[src/rtl/pa_f_spsram_ctrl_64x44_pkg.sv]
// Shared definitions for the 64x44 single-port SRAM controller:
// FSM state encoding and the idle levels of the macro control pins.
package pa_f_spsram_ctrl_64x44_pkg;

    // Controller FSM states
    typedef enum logic [1:0] {
        ST_RST  = 2'b00,
        ST_INIT = 2'b01,
        ST_RUN  = 2'b10
    } ctrl_state_e;

    // Macro control pins are active low, so idle means driven high
    localparam logic SRAM_CEN_IDLE     = 1'b1;
    localparam logic SRAM_GWEN_IDLE    = 1'b1;
    localparam logic SRAM_WEN_IDLE_BIT = 1'b1;

endpackage

[src/rtl/pa_f_spsram_ctrl_64x44_if.sv]
// Request/response bus of the SRAM controller. The master issues
// requests and accepts responses; the slave is the controller.
interface pa_f_spsram_ctrl_64x44_if #(
    parameter int ADDR_WIDTH = 6,
    parameter int DATA_WIDTH = 44
) ();

    logic                  req_vld;
    logic                  req_rdy;
    logic                  req_wr;
    logic [ADDR_WIDTH-1:0] req_addr;
    logic [DATA_WIDTH-1:0] req_wdata;
    logic [DATA_WIDTH-1:0] req_wmask;
    logic                  rsp_vld;
    logic                  rsp_rdy;
    logic [DATA_WIDTH-1:0] rsp_rdata;

    modport master (
        output req_vld, req_wr, req_addr, req_wdata, req_wmask, rsp_rdy,
        input  req_rdy, rsp_vld, rsp_rdata
    );

    modport slave (
        input  req_vld, req_wr, req_addr, req_wdata, req_wmask, rsp_rdy,
        output req_rdy, rsp_vld, rsp_rdata
    );

endinterface

[src/rtl/pa_f_spsram_ctrl_rsp_hold.sv]
// One-entry read response stage. In the cycle after a read the macro Q
// is passed straight through; if the consumer stalls, Q is kept in a
// hold register so the presented data stays stable until accepted.
module pa_f_spsram_ctrl_rsp_hold #(
    parameter int DATA_WIDTH = 44
) (
    input  logic                  clk,
    input  logic                  rst_n,
    input  logic                  flush,
    input  logic                  rd_accept,
    input  logic                  rsp_rdy,
    input  logic [DATA_WIDTH-1:0] sram_q,
    output logic                  rsp_vld,
    output logic [DATA_WIDTH-1:0] rsp_rdata
);

    logic                  rd_pend_q;
    logic                  rd_pend_d;
    logic                  hold_vld_q;
    logic                  hold_vld_d;
    logic [DATA_WIDTH-1:0] hold_q;
    logic [DATA_WIDTH-1:0] hold_d;

    // Present Q directly right after the read, the held copy afterwards
    always_comb begin
        rsp_vld = rd_pend_q | hold_vld_q;
        if (rd_pend_q) begin
            rsp_rdata = sram_q;
        end else if (hold_vld_q) begin
            rsp_rdata = hold_q;
        end else begin
            rsp_rdata = {DATA_WIDTH{1'b0}};
        end
    end

    // Next-state: capture Q while it is valid, keep the entry on a stall
    always_comb begin
        rd_pend_d  = 1'b0;
        hold_vld_d = 1'b0;
        hold_d     = hold_q;
        if (rd_pend_q) begin
            hold_d = sram_q;
        end else begin
            hold_d = hold_q;
        end
        if (flush) begin
            rd_pend_d  = 1'b0;
            hold_vld_d = 1'b0;
        end else begin
            rd_pend_d  = rd_accept;
            hold_vld_d = rsp_vld & ~rsp_rdy;
        end
    end

    // Response state registers
    always_ff @(posedge clk or negedge rst_n) begin
        if (!rst_n) begin
            rd_pend_q  <= 1'b0;
            hold_vld_q <= 1'b0;
            hold_q     <= {DATA_WIDTH{1'b0}};
        end else begin
            rd_pend_q  <= rd_pend_d;
            hold_vld_q <= hold_vld_d;
            hold_q     <= hold_d;
        end
    end

endmodule

[src/rtl/pa_f_spsram_ctrl_64x44.sv]
// Initiator-side controller for a 64x44 single-port SRAM macro.
// After reset (and on init_req) every entry is swept to INIT_VALUE;
// afterwards valid/ready requests are turned into macro pin activity
// and read data is returned on the response port.
module pa_f_spsram_ctrl_64x44
    import pa_f_spsram_ctrl_64x44_pkg::*;
#(
    parameter int                    ADDR_WIDTH = 6,
    parameter int                    DATA_WIDTH = 44,
    parameter logic [DATA_WIDTH-1:0] INIT_VALUE = {DATA_WIDTH{1'b0}}
) (
    input  logic                    forever_cpuclk,
    input  logic                    cpurst_b,
    input  logic                    init_req,
    output logic                    init_done,
    pa_f_spsram_ctrl_64x44_if.slave bus,
    output logic [ADDR_WIDTH-1:0]   sram_a,
    output logic                    sram_cen,
    output logic                    sram_gwen,
    output logic [DATA_WIDTH-1:0]   sram_wen,
    output logic [DATA_WIDTH-1:0]   sram_d,
    input  logic [DATA_WIDTH-1:0]   sram_q
);

    localparam logic [ADDR_WIDTH-1:0] CNT_MAX = {ADDR_WIDTH{1'b1}};
    localparam logic [ADDR_WIDTH-1:0] CNT_ONE = {{(ADDR_WIDTH-1){1'b0}}, 1'b1};

    ctrl_state_e           state_q;
    ctrl_state_e           state_d;
    logic [ADDR_WIDTH-1:0] cnt_q;
    logic [ADDR_WIDTH-1:0] cnt_d;
    logic                  flush_s;
    logic                  run_s;
    logic                  req_rdy_s;
    logic                  wr_accept_s;
    logic                  rd_accept_s;
    logic                  rsp_vld_s;
    logic [DATA_WIDTH-1:0] rsp_rdata_s;

    // FSM next-state and sweep counter; init_req only matters in RUN
    always_comb begin
        state_d = state_q;
        cnt_d   = cnt_q;
        flush_s = 1'b0;
        case (state_q)
            ST_RST: begin
                state_d = ST_INIT;
                cnt_d   = {ADDR_WIDTH{1'b0}};
            end
            ST_INIT: begin
                cnt_d = cnt_q + CNT_ONE;
                if (cnt_q == CNT_MAX) begin
                    state_d = ST_RUN;
                end else begin
                    state_d = ST_INIT;
                end
            end
            ST_RUN: begin
                if (init_req) begin
                    state_d = ST_INIT;
                    cnt_d   = {ADDR_WIDTH{1'b0}};
                    flush_s = 1'b1;
                end else begin
                    state_d = ST_RUN;
                end
            end
            default: begin
                state_d = ST_RST;
                cnt_d   = {ADDR_WIDTH{1'b0}};
            end
        endcase
    end

    // Handshake: a restart request blocks acceptance in the same cycle
    always_comb begin
        run_s       = (state_q == ST_RUN);
        req_rdy_s   = run_s & ~init_req & (~rsp_vld_s | bus.rsp_rdy);
        wr_accept_s = req_rdy_s & bus.req_vld & bus.req_wr;
        rd_accept_s = req_rdy_s & bus.req_vld & ~bus.req_wr;
    end

    // Macro pin drive: sweep write, accepted write, accepted read or idle
    always_comb begin
        sram_cen  = SRAM_CEN_IDLE;
        sram_gwen = SRAM_GWEN_IDLE;
        sram_wen  = {DATA_WIDTH{SRAM_WEN_IDLE_BIT}};
        sram_a    = {ADDR_WIDTH{1'b0}};
        sram_d    = {DATA_WIDTH{1'b0}};
        if (state_q == ST_INIT) begin
            sram_cen  = 1'b0;
            sram_gwen = 1'b0;
            sram_wen  = {DATA_WIDTH{1'b0}};
            sram_a    = cnt_q;
            sram_d    = INIT_VALUE;
        end else if (wr_accept_s) begin
            sram_cen  = 1'b0;
            sram_gwen = 1'b0;
            sram_wen  = ~bus.req_wmask;
            sram_a    = bus.req_addr;
            sram_d    = bus.req_wdata;
        end else if (rd_accept_s) begin
            sram_cen  = 1'b0;
            sram_a    = bus.req_addr;
        end else begin
            sram_cen  = SRAM_CEN_IDLE;
        end
    end

    // FSM state and sweep counter registers
    always_ff @(posedge forever_cpuclk or negedge cpurst_b) begin
        if (!cpurst_b) begin
            state_q <= ST_RST;
            cnt_q   <= {ADDR_WIDTH{1'b0}};
        end else begin
            state_q <= state_d;
            cnt_q   <= cnt_d;
        end
    end

    pa_f_spsram_ctrl_rsp_hold #(
        .DATA_WIDTH (DATA_WIDTH)
    ) u_rsp_hold (
        .clk       (forever_cpuclk),
        .rst_n     (cpurst_b),
        .flush     (flush_s),
        .rd_accept (rd_accept_s),
        .rsp_rdy   (bus.rsp_rdy),
        .sram_q    (sram_q),
        .rsp_vld   (rsp_vld_s),
        .rsp_rdata (rsp_rdata_s)
    );

    assign init_done     = run_s;
    assign bus.req_rdy   = req_rdy_s;
    assign bus.rsp_vld   = rsp_vld_s;
    assign bus.rsp_rdata = rsp_rdata_s;

endmodule

[src/flat_wrapper.sv]
// flat-port wrapper written by rule: the top's interface ports become plain ports
module pa_f_spsram_ctrl_64x44_flat import pa_f_spsram_ctrl_64x44_pkg::*;
#(
    parameter int                    ADDR_WIDTH = 6,
    parameter int                    DATA_WIDTH = 44,
    parameter logic [DATA_WIDTH-1:0] INIT_VALUE = {DATA_WIDTH{1'b0}}
)
  (forever_cpuclk, cpurst_b, init_req, init_done, sram_a, sram_cen, sram_gwen, sram_wen, sram_d, sram_q, bus_req_vld, bus_req_wr, bus_req_addr, bus_req_wdata, bus_req_wmask, bus_rsp_rdy, bus_req_rdy, bus_rsp_vld, bus_rsp_rdata);
  pa_f_spsram_ctrl_64x44_if #(.ADDR_WIDTH(ADDR_WIDTH), .DATA_WIDTH(DATA_WIDTH)) bus_i ();
  input  logic forever_cpuclk;
  input  logic cpurst_b;
  input  logic init_req;
  output logic init_done;
  output logic [ADDR_WIDTH-1:0] sram_a;
  output logic sram_cen;
  output logic sram_gwen;
  output logic [DATA_WIDTH-1:0] sram_wen;
  output logic [DATA_WIDTH-1:0] sram_d;
  input  logic [DATA_WIDTH-1:0] sram_q;
  input wire logic [$bits(bus_i.req_vld)-1:0] bus_req_vld;
  input wire logic [$bits(bus_i.req_wr)-1:0] bus_req_wr;
  input wire logic [$bits(bus_i.req_addr)-1:0] bus_req_addr;
  input wire logic [$bits(bus_i.req_wdata)-1:0] bus_req_wdata;
  input wire logic [$bits(bus_i.req_wmask)-1:0] bus_req_wmask;
  input wire logic [$bits(bus_i.rsp_rdy)-1:0] bus_rsp_rdy;
  output wire logic [$bits(bus_i.req_rdy)-1:0] bus_req_rdy;
  output wire logic [$bits(bus_i.rsp_vld)-1:0] bus_rsp_vld;
  output wire logic [$bits(bus_i.rsp_rdata)-1:0] bus_rsp_rdata;
  assign bus_i.req_vld = bus_req_vld;
  assign bus_i.req_wr = bus_req_wr;
  assign bus_i.req_addr = bus_req_addr;
  assign bus_i.req_wdata = bus_req_wdata;
  assign bus_i.req_wmask = bus_req_wmask;
  assign bus_i.rsp_rdy = bus_rsp_rdy;
  assign bus_req_rdy = bus_i.req_rdy;
  assign bus_rsp_vld = bus_i.rsp_vld;
  assign bus_rsp_rdata = bus_i.rsp_rdata;
  pa_f_spsram_ctrl_64x44 #(.ADDR_WIDTH(ADDR_WIDTH), .DATA_WIDTH(DATA_WIDTH), .INIT_VALUE(INIT_VALUE)) u_core (.forever_cpuclk(forever_cpuclk), .cpurst_b(cpurst_b), .init_req(init_req), .init_done(init_done), .bus(bus_i), .sram_a(sram_a), .sram_cen(sram_cen), .sram_gwen(sram_gwen), .sram_wen(sram_wen), .sram_d(sram_d), .sram_q(sram_q));
endmodule
[config.mk]
export PLATFORM = sky130hd
export DESIGN_NAME = pa_f_spsram_ctrl_64x44_flat
export DESIGN_NICKNAME = d
export VERILOG_FILES = /design/src/rtl/pa_f_spsram_ctrl_64x44_pkg.sv /design/src/rtl/pa_f_spsram_ctrl_64x44_if.sv /design/src/rtl/pa_f_spsram_ctrl_rsp_hold.sv /design/src/rtl/pa_f_spsram_ctrl_64x44.sv /design/src/flat_wrapper.sv
export SDC_FILE = /design/constraint.sdc
export NUM_CORES = 1
export LEC_CHECK = 0
export CORE_AREA = 2 2 112 114
export CTS_CLUSTER_DIAMETER = 100
export DETAILED_ROUTE_END_ITERATION = 10
export DIE_AREA = 0 0 114 116
export DONT_BUFFER_PORTS = 1
export GPL_TIMING_DRIVEN = 1
export PLACE_DENSITY = 0.36
export SLEW_MARGIN = 40
export SYNTH_ARGS = -nofsm -noshare
export SYNTH_HDL_FRONTEND = slang
export SYNTH_SLANG_ARGS = --single-unit
[constraint.sdc]
create_clock -name forever_cpuclk -period 4.1 [get_ports forever_cpuclk]
set_input_delay 0 -clock forever_cpuclk [delete_from_list [all_inputs] [get_ports forever_cpuclk]]
set_output_delay 0 -clock forever_cpuclk [all_outputs]
set_load 0.005 [all_outputs]
Word-level counts from Yosys, hierarchy flattened. Index checks and enable logic that the tools add are counted.

Word-level logic and storage cells: 47. ROM bits: 0. Output and inout bits: 143. Memories kept: 0. Bits in registers: 54. Memory bits (writable): 0. Bits in latches: 0. Input port bits: 144.

Eq/ne operators: 4. Magnitude comparators: 0. Shifts and indexed selects: 0. Add/subtract/negate cells: 1. $mul: 0. Reductions and logical operators: 1. Muxes and demuxes: 23. Div/mod/pow operators: 0. Bitwise gates (word level): 13.

Operators with widths (number): 2-to-1 mux 44 bit (6); NOT 44 bit (1); 2-to-1 mux 6 bit (4); one-hot mux 6 bit (2 select lines) (1); 2-to-1 mux 1 bit (9); adder 6 x 1 -> 6 bit, second input constant (1); AND 1 bit (6); equality test 6 bit, second input constant (1); one-hot mux 2 bit (3 select lines) (1); 2-to-1 mux 2 bit (2); NOT 1 bit (4); equality test 2 x 1 -> 1 bit, second input constant (1); equality test 2 bit, second input constant (1); zero test 2 bit (1); != test 2 bit, second input constant (1); OR 1 bit (2).

Longest topological paths before layout.
Depth in word-level cells: 9. Mapped depth: 6. Depth with buffers taken out: 4.

Modules after synthesis. A second synthesis with hierarchy kept.

Cell total of the unflattened synthesis: 317. Area, all modules: 3305.7 µm².

By module, submodules not included: pa_f_spsram_ctrl_rsp_hold (times used 1, area each 2208.4 µm², cells each 153, sequential area each 1151.1 µm²); pa_f_spsram_ctrl_64x44 (times used 1, area each 1097.3 µm², cells each 164, sequential area each 200.2 µm²).

Least setup slack after synthesis. Ideal clock, no wire load.

Path type: flip-flop to output port. From: register u_core.state_q[0]. To: output port sram_wen[24]. Buffers on the path: 3. Stages on the path, launching flop included: 7. Data arrival time: 1.570 ns. Data required time: 4.100 ns. Path slack: 2.530 ns. Cell sequence: dfrtp_1 -> or3b_1 -> buf_2 -> nor3_4 -> buf_4 -> buf_4 -> a21oi_1.

Word-level cells in the longest chain between the ends: 7. Elaborated cells on any way between the ends: 8. Classes of those cells: eq/ne: 2; mux: 2; bitwise: 4.

RTL lines: from (decl) (line pa_f_spsram_ctrl_64x44.sv:28) `ctrl_state_e state_q;`; from (signal assigned) (line pa_f_spsram_ctrl_64x44.sv:115) `state_q <= state_d;`; equality test 2 bit (line pa_f_spsram_ctrl_64x44.sv:76) `run_s = (state_q == ST_RUN);`; AND 1 bit (2 in a row) (line pa_f_spsram_ctrl_64x44.sv:77) `req_rdy_s = run_s & ~init_req & (~rsp_vld_s | bus.rsp_rdy);`; AND 1 bit (2 in a row) (line pa_f_spsram_ctrl_64x44.sv:78) `wr_accept_s = req_rdy_s & bus.req_vld & bus.req_wr;`; 2-to-1 mux 44 bit (line pa_f_spsram_ctrl_64x44.sv:95) `end else if (wr_accept_s) begin`; 2-to-1 mux 44 bit (*) (line pa_f_spsram_ctrl_64x44.sv:89) `if (state_q == ST_INIT) begin`; to (decl) (line flat_wrapper.sv:17) `output logic [DATA_WIDTH-1:0] sram_wen;`.

Every way passes the cells marked *; elsewhere a longest branch is shown, timed or not.

Worst setup path after layout.
From: register u_core.u_rsp_hold.rd_pend_q. To: output port sram_d[41].

Word-level cells in the longest chain between the ends: 8.

RTL lines: from (decl) (line pa_f_spsram_ctrl_rsp_hold.sv:17) `logic rd_pend_q;`; from (signal assigned) (line pa_f_spsram_ctrl_rsp_hold.sv:62) `rd_pend_q <= rd_pend_d;`; OR 1 bit (line pa_f_spsram_ctrl_rsp_hold.sv:26) `rsp_vld = rd_pend_q | hold_vld_q;`; NOT 1 bit (line pa_f_spsram_ctrl_64x44.sv:77); OR 1 bit (line pa_f_spsram_ctrl_64x44.sv:77); AND 1 bit (line pa_f_spsram_ctrl_64x44.sv:77); AND 1 bit (2 in a row) (line pa_f_spsram_ctrl_64x44.sv:78); 2-to-1 mux 44 bit (line pa_f_spsram_ctrl_64x44.sv:95); 2-to-1 mux 44 bit (line pa_f_spsram_ctrl_64x44.sv:89); to (decl) (line flat_wrapper.sv:18) `output logic [DATA_WIDTH-1:0] sram_d;`.

No other way between the ends.

==> flow_metrics.tcl <==
set metrics [dict create \
    required_ps 4100 \
    dpl-instance-area_mm2 0.00322 \
    max_stage_delay_ps 720 \
    post-place-cells 429 \
    top_level_ports 287 \
    layout_min_cycle_time_ps 2520 \
    ys_async_sr_fraction_pct 100 \
    final_core_utilization_pct 32.6 \
    place_hpwl_mm 10.2 \
    synth.largest_area_cell "sky130_fd_sc_hd__dfrtp_1" \
    p_seq_share_pct 52.9 \
    slew-limit-headroom_pct 50.9 \
    mappedNetlistNets 447 \
    hold_path_class "in -> out" \
    worst_ir_drop_vdd_uv 162 \
    synth_area_in_compound_gates_pct 11.7 \
    area.growth.synth_to_final_pct 27.5 \
    synth_simple_gate_area_share_pct 23.1 \
    io_buffers 0 \
    design.die.area_mm2 0.0132 \
    drtAntennaViolNets 0 \
    clk_transition_reported_paths_ps 70 \
    setup-violations-final 0 \
    gp_congestion 0.759 \
    final_area_mm2 0.00388 \
    path_max_fanout 60 \
    fill_cells 1204 \
    yosysTopAreaCellShare_pct 44.4 \
    timing.fmax_mhz 397 \
    worst_pin_slew_ps 735 \
    htree_num_levels 2 \
    seq_area_frac_synth_pct 44.4 \
    cts_num_sinks 54 \
    synth.area.mux_share_pct 16.6 \
    combinationalPowerShare_pct 5.2 \
    initial_core_util_pct 25.5 \
    critical_path.cell_chain "o21ba_2, nor3_4, buf_12, and2_1" \
    wire_per_inst_um 25.3 \
    setup_tns_ps 0 \
    die-height_um 116 \
    post_synth_xor_area_fraction_pct 0 \
    drt_drc 0 \
    number_of_synthesized_flops_with_an_enable_pin 0 \
    timing.clock.skew_ps 6.87 \
    cts_resizes 0 \
    syn-instance-count 302 \
    maximum_number_of_pins_on_one_net_before_global_route_repair 61 \
    crit_family "simple AND/OR/NAND/NOR gates" \
    crit_path_top_delay_cell "sky130_fd_sc_hd__dfrtp_4" \
    clock_latency_ps 290 \
    ys_warn_count 0 \
    fp-row-count 40 \
    die_width_um 114 \
    post_route_cells_drive_above_1_share_pct 18.9 \
    overflow 0 \
    power.share.switching_pct 21.2 \
    power_per_cell_area_mw_per_mm2 260 \
    fin_nets 482 \
    critPathArrivalTime_ps 2520 \
    hold_viol_final 0 \
    post-layout-total-power_w 0.00101 \
    yosys_cell_types 30 \
    postRouteWirelength_mm 12.5 \
    cts_tree "yes" \
    buf_inv_stages_crit_path 1 \
    maxCapViolCount 0 \
    numCtsBuffers 5 \
    grt_setup_unrepaired "false" \
    cts.root.buffer_cell "sky130_fd_sc_hd__clkbuf_16" \
    clock_power_share_pct 41.9 \
    total_switching_power_w 0.000213 \
    viasPerCell 4.99 \
    total_leakage_power_nw 1.70 \
    crit_start_category "flip-flop" \
    syn_area_mm2 0.00304 \
    max-clock-path-buffers 2 \
    synth.top_cells.by_area "sky130_fd_sc_hd__dfrtp_1, sky130_fd_sc_hd__mux2_2, sky130_fd_sc_hd__nor2b_1" \
    final_max_slew_viol_count 0 \
    status "complete, no violations" \
    first_global_vias 2328 \
    detailroute.via_count 2464 \
    synthFlopType "sky130_fd_sc_hd__dfrtp_1" \
    mostFrequentLayoutCell "sky130_fd_sc_hd__dfrtp_1" \
    path_class "reg -> out" \
    fp.coreArea_mm2 0.0119 \
    detailedRoute.firstIterationViolations 117 \
    synth_top_family_by_area "simple AND/OR/NAND/NOR gates" \
    post_synth.cell_area_avg_um2 10.1 \
    grt_first_pass_wirelength_mm 16.3 \
    drt-pass1-iter-count 7 \
    postSynthRegisterBits 54 \
    final-instance-count-excl-fill 494 \
    cell_internal_pwr_w 0.000794 \
    min_period_over_period_pct 61.4 \
    layout.cells.most_common_list "sky130_fd_sc_hd__dfrtp_1, sky130_fd_sc_hd__nor2b_1, sky130_fd_sc_hd__dlygate4sd3_1, sky130_fd_sc_hd__a21oi_1" \
    worstSetupEndpointType "output pin" \
    grt_usage_pct 17.4 \
    synth_fa_ha_area_share_pct 0.411 \
    grt_antenna_before_repair 23 \
]
sequential cells by signal (all words and copies together) (netlist names):
signal / cells
u_core.cnt_q: 6
u_core.u_rsp_hold.hold_q: 44
u_core.u_rsp_hold.rd_pend_q: 1
u_core.state_q: 2
u_core.u_rsp_hold.hold_vld_q: 1
repair_timing:
| action | CTS | global route |
|---|---|---|
| buffers inserted | 0 | 0 |
| endpoints found under the hold margin | 103 | 0 |
| hold buffers | 48 | 0 |
cell usage after synthesis (2+ instances only):
| cell type | number |
|---|---|
| sky130_fd_sc_hd__a22o_1 | 8 |
| sky130_fd_sc_hd__buf_2 | 7 |
| sky130_fd_sc_hd__buf_1 | 2 |
| sky130_fd_sc_hd__nand3_1 | 3 |
| sky130_fd_sc_hd__nor2_1 | 5 |
| sky130_fd_sc_hd__buf_4 | 2 |
| sky130_fd_sc_hd__nand2_1 | 6 |
| sky130_fd_sc_hd__clkbuf_1 | 14 |
| sky130_fd_sc_hd__a21oi_1 | 45 |
| sky130_fd_sc_hd__nor2b_1 | 49 |
| sky130_fd_sc_hd__mux2_2 | 44 |
| sky130_fd_sc_hd__o21ai_0 | 3 |
| sky130_fd_sc_hd__dfrtp_1 | 54 |
| sky130_fd_sc_hd__and2_1 | 44 |
power groups by stage:
stage                     clock network (W)  registers, W    logic, W
after floorplan                           0      0.000543  0.00000201
after global placement                    0      0.000543  0.00000203
after detailed placement                  0      0.000543  0.00000205
after CTS                          0.000440      0.000532   0.0000538
after global routing               0.000460      0.000532   0.0000575
final                              0.000422      0.000532   0.0000523
logic make-up after synthesis:
family / after synthesis
AND/OR/NAND/NOR: 114
multiplexers: 45
AO/OA/AOI/OAI: 62
buffers and inverters: 26
adder cells (fa/ha/maj): 1
flip-flops: 54
stage by stage:
stage	setup slack, ps	hold WS (ps)
4_1_cts	1530	56.6
3_3_place_gp	1760	-294
3_5_place_dp	1840	-294
5_1_grt	1390	63.5
6_report	1580	56.7
2_1_floorplan	2530	-296
cell type report:
type	instances	area, um2	share of cell area, %
Timing Repair Buffer	53	578	14.9
Inverter	1	3.75	0.0968
Multi-Input combinational cell	222	1590	41.1
Sequential cell	54	1360	34.9
Clock buffer	6	129	3.32
Antenna cell	9	22.5	0.581
Clock inverter	2	13.8	0.355
Tap cell	147	184	4.74
worst paths after layout:
| kind | startpoint | to | slack, ps | cells after the start |
|---|---|---|---|---|
| max | u_core.u_rsp_hold.rd_pend_q | sram_d[41] | 1580 | 4 |
| max in group asynchronous | cpurst_b | u_core.u_rsp_hold.rd_pend_q | 3590 | 2 |
| min in group asynchronous | cpurst_b | u_core.u_rsp_hold.hold_q[13] | 260 | 2 |
| max reg2reg | u_core.u_rsp_hold.rd_pend_q | u_core.u_rsp_hold.rd_pend_q | 2170 | 3 |
| min reg2reg | u_core.u_rsp_hold.hold_q[18] | u_core.u_rsp_hold.hold_q[18] | 490 | 1 |
| min | bus_req_wmask[25] | sram_wen[25] | 60 | 1 |
routing by layer:
layer / share of wire (%) / routed length (um) / vias to the layer above / GRT usage, %
li1: - / - / 1101 / -
met1: 36 / 4540 / 1149 / 19.3
met2: 45 / 5640 / 162 / 26.2
met3: 16 / 2050 / 30 / 14.9
met4: 0.96 / 120 / 22 / 2.68
met5: 1.2 / 144 / - / 0
Note: power is estimated with default switching activity, not from simulation.
